[src/rtl/coherence_controller.sv]
// Two-core MSI bus controller. It puts instruction fetches, data fills,
// evictions and upgrades from both cores onto one RAM port. It also drives
// the snoop channel to the core that did not make the request, and it
// forwards dirty blocks from one cache to the other.
module coherence_controller #(
  parameter int WORD_W = 32,
  parameter int ADDR_W = 32
) (
  input  logic                   CLK,
  input  logic                   nRST,
  input  logic [1:0]             iREN,
  input  logic [1:0][ADDR_W-1:0] iaddr,
  output logic [1:0]             iwait,
  output logic [1:0][WORD_W-1:0] iload,
  input  logic [1:0]             dREN,
  input  logic [1:0]             dWEN,
  input  logic [1:0][ADDR_W-1:0] daddr,
  input  logic [1:0][WORD_W-1:0] dstore,
  output logic [1:0]             dwait,
  output logic [1:0][WORD_W-1:0] dload,
  input  logic [1:0]             cctrans,
  input  logic [1:0]             ccwrite,
  output logic [1:0]             ccwait,
  output logic [1:0]             ccinv,
  output logic [1:0][ADDR_W-1:0] ccsnoopaddr,
  output logic                   ramREN,
  output logic                   ramWEN,
  output logic [ADDR_W-1:0]      ramaddr,
  output logic [WORD_W-1:0]      ramstore,
  input  logic [WORD_W-1:0]      ramload,
  input  logic [1:0]             ramstate
);

  // The RAM completes a word only in the ACCESS state.
  // FREE, BUSY and ERROR all mean "hold and keep the strobes up".
  localparam logic [1:0] RAM_ACCESS = 2'd2;

  typedef enum logic [3:0] {
    IDLE,
    SNOOP,
    RAM0,
    RAM1,
    C2C0,
    C2C1,
    INV,
    WB0,
    WB1,
    IFETCH
  } state_t;

  state_t state, next_state;

  // req is the core that owns the current transaction (for IFETCH it is the
  // fetching core). The snooped core is always the other one.
  logic req;
  logic snp;
  logic rr;

  // Outputs of the arbiter (valid only while the FSM is in IDLE).
  logic   grant_valid;
  logic   grant_core;
  logic   grant_data;
  state_t grant_state;
  logic   access;
  logic [1:0] evict;

  assign snp    = ~req;
  assign access = (ramstate == RAM_ACCESS);
  assign evict  = dWEN & ~cctrans;

  // Pick one request by class: coherence, then eviction, then fetch.
  // When both cores are in the same class, rr breaks the tie.
  always_comb begin
    grant_valid = 1'b0;
    grant_core  = rr;
    grant_data  = 1'b0;
    grant_state = IDLE;
    if (|cctrans) begin
      grant_valid = 1'b1;
      grant_data  = 1'b1;
      grant_state = SNOOP;
      grant_core  = (&cctrans) ? rr : cctrans[1];
    end else if (|evict) begin
      grant_valid = 1'b1;
      grant_data  = 1'b1;
      grant_state = WB0;
      grant_core  = (&evict) ? rr : evict[1];
    end else if (|iREN) begin
      grant_valid = 1'b1;
      grant_state = IFETCH;
      grant_core  = (&iREN) ? rr : iREN[1];
    end
  end

  // State register. An async reset drops the FSM straight back to IDLE.
  always_ff @(posedge CLK or negedge nRST) begin
    if (!nRST) begin
      state <= IDLE;
    end else begin
      state <= next_state;
    end
  end

  // Latch the granted core. A data grant flips rr. A fetch grant hands
  // priority to the other core.
  always_ff @(posedge CLK or negedge nRST) begin
    if (!nRST) begin
      req <= 1'b0;
      rr  <= 1'b0;
    end else if (state == IDLE && grant_valid) begin
      req <= grant_core;
      rr  <= grant_data ? ~rr : ~grant_core;
    end
  end

  // Next-state logic and the bus, snoop and wait outputs for each state.
  always_comb begin
    next_state  = state;
    dwait       = 2'b11;
    iwait       = 2'b11;
    ccwait      = '0;
    ccinv       = '0;
    ccsnoopaddr = '0;
    ramREN      = 1'b0;
    ramWEN      = 1'b0;
    ramaddr     = '0;
    ramstore    = '0;
    dload       = '0;
    iload       = '0;

    // The snoop channel stays up from SNOOP through the forward of a dirty block.
    if (state == SNOOP || state == C2C0 || state == C2C1) begin
      ccwait[snp]      = 1'b1;
      ccsnoopaddr[snp] = daddr[req];
      ccinv[snp]       = ccwrite[req];
    end

    case (state)
      IDLE: begin
        if (grant_valid) next_state = grant_state;
      end
      SNOOP: begin
        if (cctrans[snp] && ccwrite[snp]) next_state = C2C0;
        else if (dREN[req])               next_state = RAM0;
        else                              next_state = INV;
      end
      RAM0, RAM1: begin
        ramREN     = 1'b1;
        ramaddr    = daddr[req];
        dload[req] = ramload;
        if (access) begin
          dwait[req] = 1'b0;
          next_state = (state == RAM0) ? RAM1 : IDLE;
        end
      end
      C2C0, C2C1: begin
        ramWEN     = 1'b1;
        ramaddr    = daddr[snp];
        ramstore   = dstore[snp];
        dload[req] = dstore[snp];
        if (access) begin
          dwait[snp] = 1'b0;
          dwait[req] = 1'b0;
          next_state = (state == C2C0) ? C2C1 : IDLE;
        end
      end
      INV: begin
        dwait[req] = 1'b0;
        next_state = IDLE;
      end
      WB0, WB1: begin
        ramWEN   = 1'b1;
        ramaddr  = daddr[req];
        ramstore = dstore[req];
        if (access) begin
          dwait[req] = 1'b0;
          next_state = (state == WB0) ? WB1 : IDLE;
        end
      end
      IFETCH: begin
        ramREN     = 1'b1;
        ramaddr    = iaddr[req];
        iload[req] = ramload;
        if (access) begin
          iwait[req] = 1'b0;
          next_state = IDLE;
        end
      end
      default: next_state = IDLE;
    endcase
  end

endmodule

[config.mk]
export PLATFORM = sky130hd
export DESIGN_NAME = coherence_controller
export DESIGN_NICKNAME = d
export VERILOG_FILES = /design/src/rtl/coherence_controller.sv
export SDC_FILE = /design/constraint.sdc
export NUM_CORES = 1
export LEC_CHECK = 0
export CAP_MARGIN = 20
export CORE_AREA = 2 2 197 199
export DETAILED_ROUTE_END_ITERATION = 10
export DIE_AREA = 0 0 199 201
export PLACE_DENSITY = 0.45
export SETUP_SLACK_MARGIN = 0.02
export SYNTH_ARGS = -nofsm -noshare
export SYNTH_HDL_FRONTEND = slang
export SYNTH_SLANG_ARGS = --single-unit
export TNS_END_PERCENT = 20
[constraint.sdc]
create_clock -name CLK -period 5.25 [get_ports CLK]
set_input_delay 0.7875 -clock CLK [delete_from_list [all_inputs] [get_ports CLK]]
set_output_delay 0.7875 -clock CLK [all_outputs]
set_load 0.02 [all_outputs]
==> results.md <==
* LEAKAGE at 0.003500 uW
* Sequential fraction of the synthesis area at 3.775%
* Worst-margin pin slew at 0.7704 ns
* Wirelength per Cell at 20.15 microns
* Inst Count DP at 1542
* Clock Root Buffer: clkbuf_16
* Non-filler cells, final at 1546
* Vias in the first global route at 6760
* Num CTS Buffers at 3
* H-Tree Depth at 1
* Nature of the critical path endpoint: output port
* Final Cycle Share at 76.66%
* Count of nets after finishing at 1267
* Post-layout min period at 4.024 ns
* Setup violators final at 0
* Max-cap violations at 0
* Initial antenna violation count at 0
* Final instance area at 0.009487 sq mm
* Post-CTS Setup Bufs at 0
* Routed Antenna Nets at 0
* Fmax at 248.5 MHz
* Longest Clk Path Bufs at 2
* Syn nets at 829
* VDD IR-drop max at 0.0001745 V
* Slew HR at 48.64%
* Ys flop type: dfrtp_1
* Area growth from synthesis to layout at 138.5%
* Global route total overflow at 0
* Initial DRC count at 554
* PostCTS Resize Cnt at 0
* Total core area at 0.03811 sq mm
* Netlist cell types at 45
* Max Slew Vio Count at 0
* Pre-antenna DRT Iters at 5
* Asr flop ratio synth at 100.0%
* Post-Syn Area at 0.003978 sq mm
* Placer Congestion at 0.8814
* HPWL after detailed placement at 24210 microns
* EDFF count, synth at 0
* Die Ht at 201 microns
* Die ar. at 0.04000 sq mm
* Internal power at 2071 uW
* Final wirelength at 31150 microns
* Sequential share of power at 4.4%
* Vias at 6994
* PwrDens at 470.7 mW/mm^2
* CTS Hold Bufs at 0
* Fraction of layout cells with a size suffix above 1 at 3.016%
* Num rows at 72
* Vias per std cell at 4.524
* CTS tree: built
* I/O Pins at 504
* Area after DPL at 0.009408 sq mm
* Crit-path max FO at 63
* Combinational share of power at 92.8%
* Share of power burned in the clock network at 2.9%
* Syn_area_per_cell at 6.730 sq um
* Crit Path Category: reg -> out
* Top cells by area, synth: a22o_1, a221oi_1, and2_1
* Syn Inst Count at 591
* Synth warn at 0
* Sw frac at 53.61%
* Initial core utilization at 10.44%
* I/O Buffers at 503
* Startpoint Class: flip-flop
* Switching Power at 2393 uW
* Synth top area share at 14.09%
* Status: finished clean
* RSZ-0062 raised after global routing: false
* GRT Util Overall at 14.42%
* Worst min path class: reg -> reg
* Largest net degree at the start of global routing at 76
* Fill cells at 4210
* Commonest cells post-synth: a21oi_1, and2_1, and3_1
* Clk_skew at 0.009384 ns
* Req. time, crit path at 4.46 ns
* Arr. time, crit path at 3.24 ns
* Yosys top cell by area: a22o_1
* Worst-Skew Late Latency at 0.23 ns
* Clock transition at path regs at 0.04 ns
* Setup TNS at 0 ns
* Final hold vios at 0
* DRC at 0
* First-pass GRT wire length at 44780 microns
* Seq cells post-synth at 6
* Die X at 199 microns
* Clock sinks at 6
* Ant diodes at 0
-- logic make-up (layout without fill, tap and decap cells) --
group | after synthesis | after routing | share of synthesized area (%)
buffers and inverters | 90 | 527 | 10.35
and+or+nand+nor | 214 | 214 | 30.95
DFF | 6 | 6 | 3.775
AOI/OAI and AO/OA | 279 | 279 | 54.39
muxes | 2 | 2 | 0.5347
-- state kept, by name (all words and copies together), names as in the netlist --
name and cells:
req 1, state 4, rr 1
-- placed cells by master, fill, tap and decap left out, drive strengths merged, types with 2 or more instances in the layout --
cell	Yosys	routed
nor2b	7	7
a221oi	62	62
nand2	4	4
nor4	2	2
inv	2	3
o21ai	2	2
nand2b	2	2
clkdlybuf4s50	0	503
a221o	31	31
a21boi	2	2
nand3	11	11
and2	69	69
a22o	64	64
a21o	2	2
and3	67	67
dfrtp	6	6
a22oi	32	32
buf	43	17
nor2	43	43
nand3b	3	3
o31ai	3	3
a21oi	69	69
a32oi	2	2
clkbuf	44	4
-- per-stage QoR --
stage	worst slack, ns	utilization, %	total power, uW	hold slack [ns]
global route	1.005	24.89	4750	0.7028
floorplan	2.717	-	2424	0.4919
detailed placement	1.418	24.69	4359	0.6635
global placement	1.446	24.69	4379	0.6563
finish	1.226	24.89	4465	0.6688
CTS	1.149	24.89	4509	0.6677
-- layout make-up --
type | instances | area [sq um] | area share (%)
clock buffers | 4 | 78.83 | 0.8309
inverters | 3 | 11.26 | 0.1187
multi-input cells | 495 | 3432 | 36.18
flip-flops and latches | 6 | 153.9 | 1.622
well taps | 518 | 648.1 | 6.832
repair buffers | 520 | 5162 | 54.42
-- worst max-delay path, cell delays in order, from the launching register on --
cell             delay (ns)
dfrtp_4                0.91
inv_2                  0.45
and2_2                 0.31
a21o_1                 0.15
buf_4                  0.24
a221o_1                0.36
clkdlybuf4s50_1        0.55
-- worst paths after layout --
check,from,to,slack [ns],cells after the start
max in group asynchronous,nRST,req,4.18,1
min reg2reg,rr,req,0.67,2
min in group asynchronous,nRST,rr,0.81,1
max,req,ramaddr[16],1.23,6
max reg2reg,state[1],req,3.47,3
min,rr,req,0.67,2
-- per-layer routing --
metal	wire length [microns]	global-route usage (%)	share of wire, %	vias to the layer above
li1	-	-	-	3264
met5	0	0	0	-
met1	12560	17.98	40	3351
met4	545	2.425	1.7	0
met2	15590	25.84	50	348
met3	2455	2.739	7.9	31
-- power by group through the flow --
stage               Sequential (uW)  Clock, uW  Combinational (uW)
floorplan                      85.1          0                2340
global placement                196          0                4180
detailed placement              197          0                4160
CTS                             197        130                4180
global route                    210        136                4400
finish                          195        128                4140
Note: power is estimated with default switching activity, not from simulation.
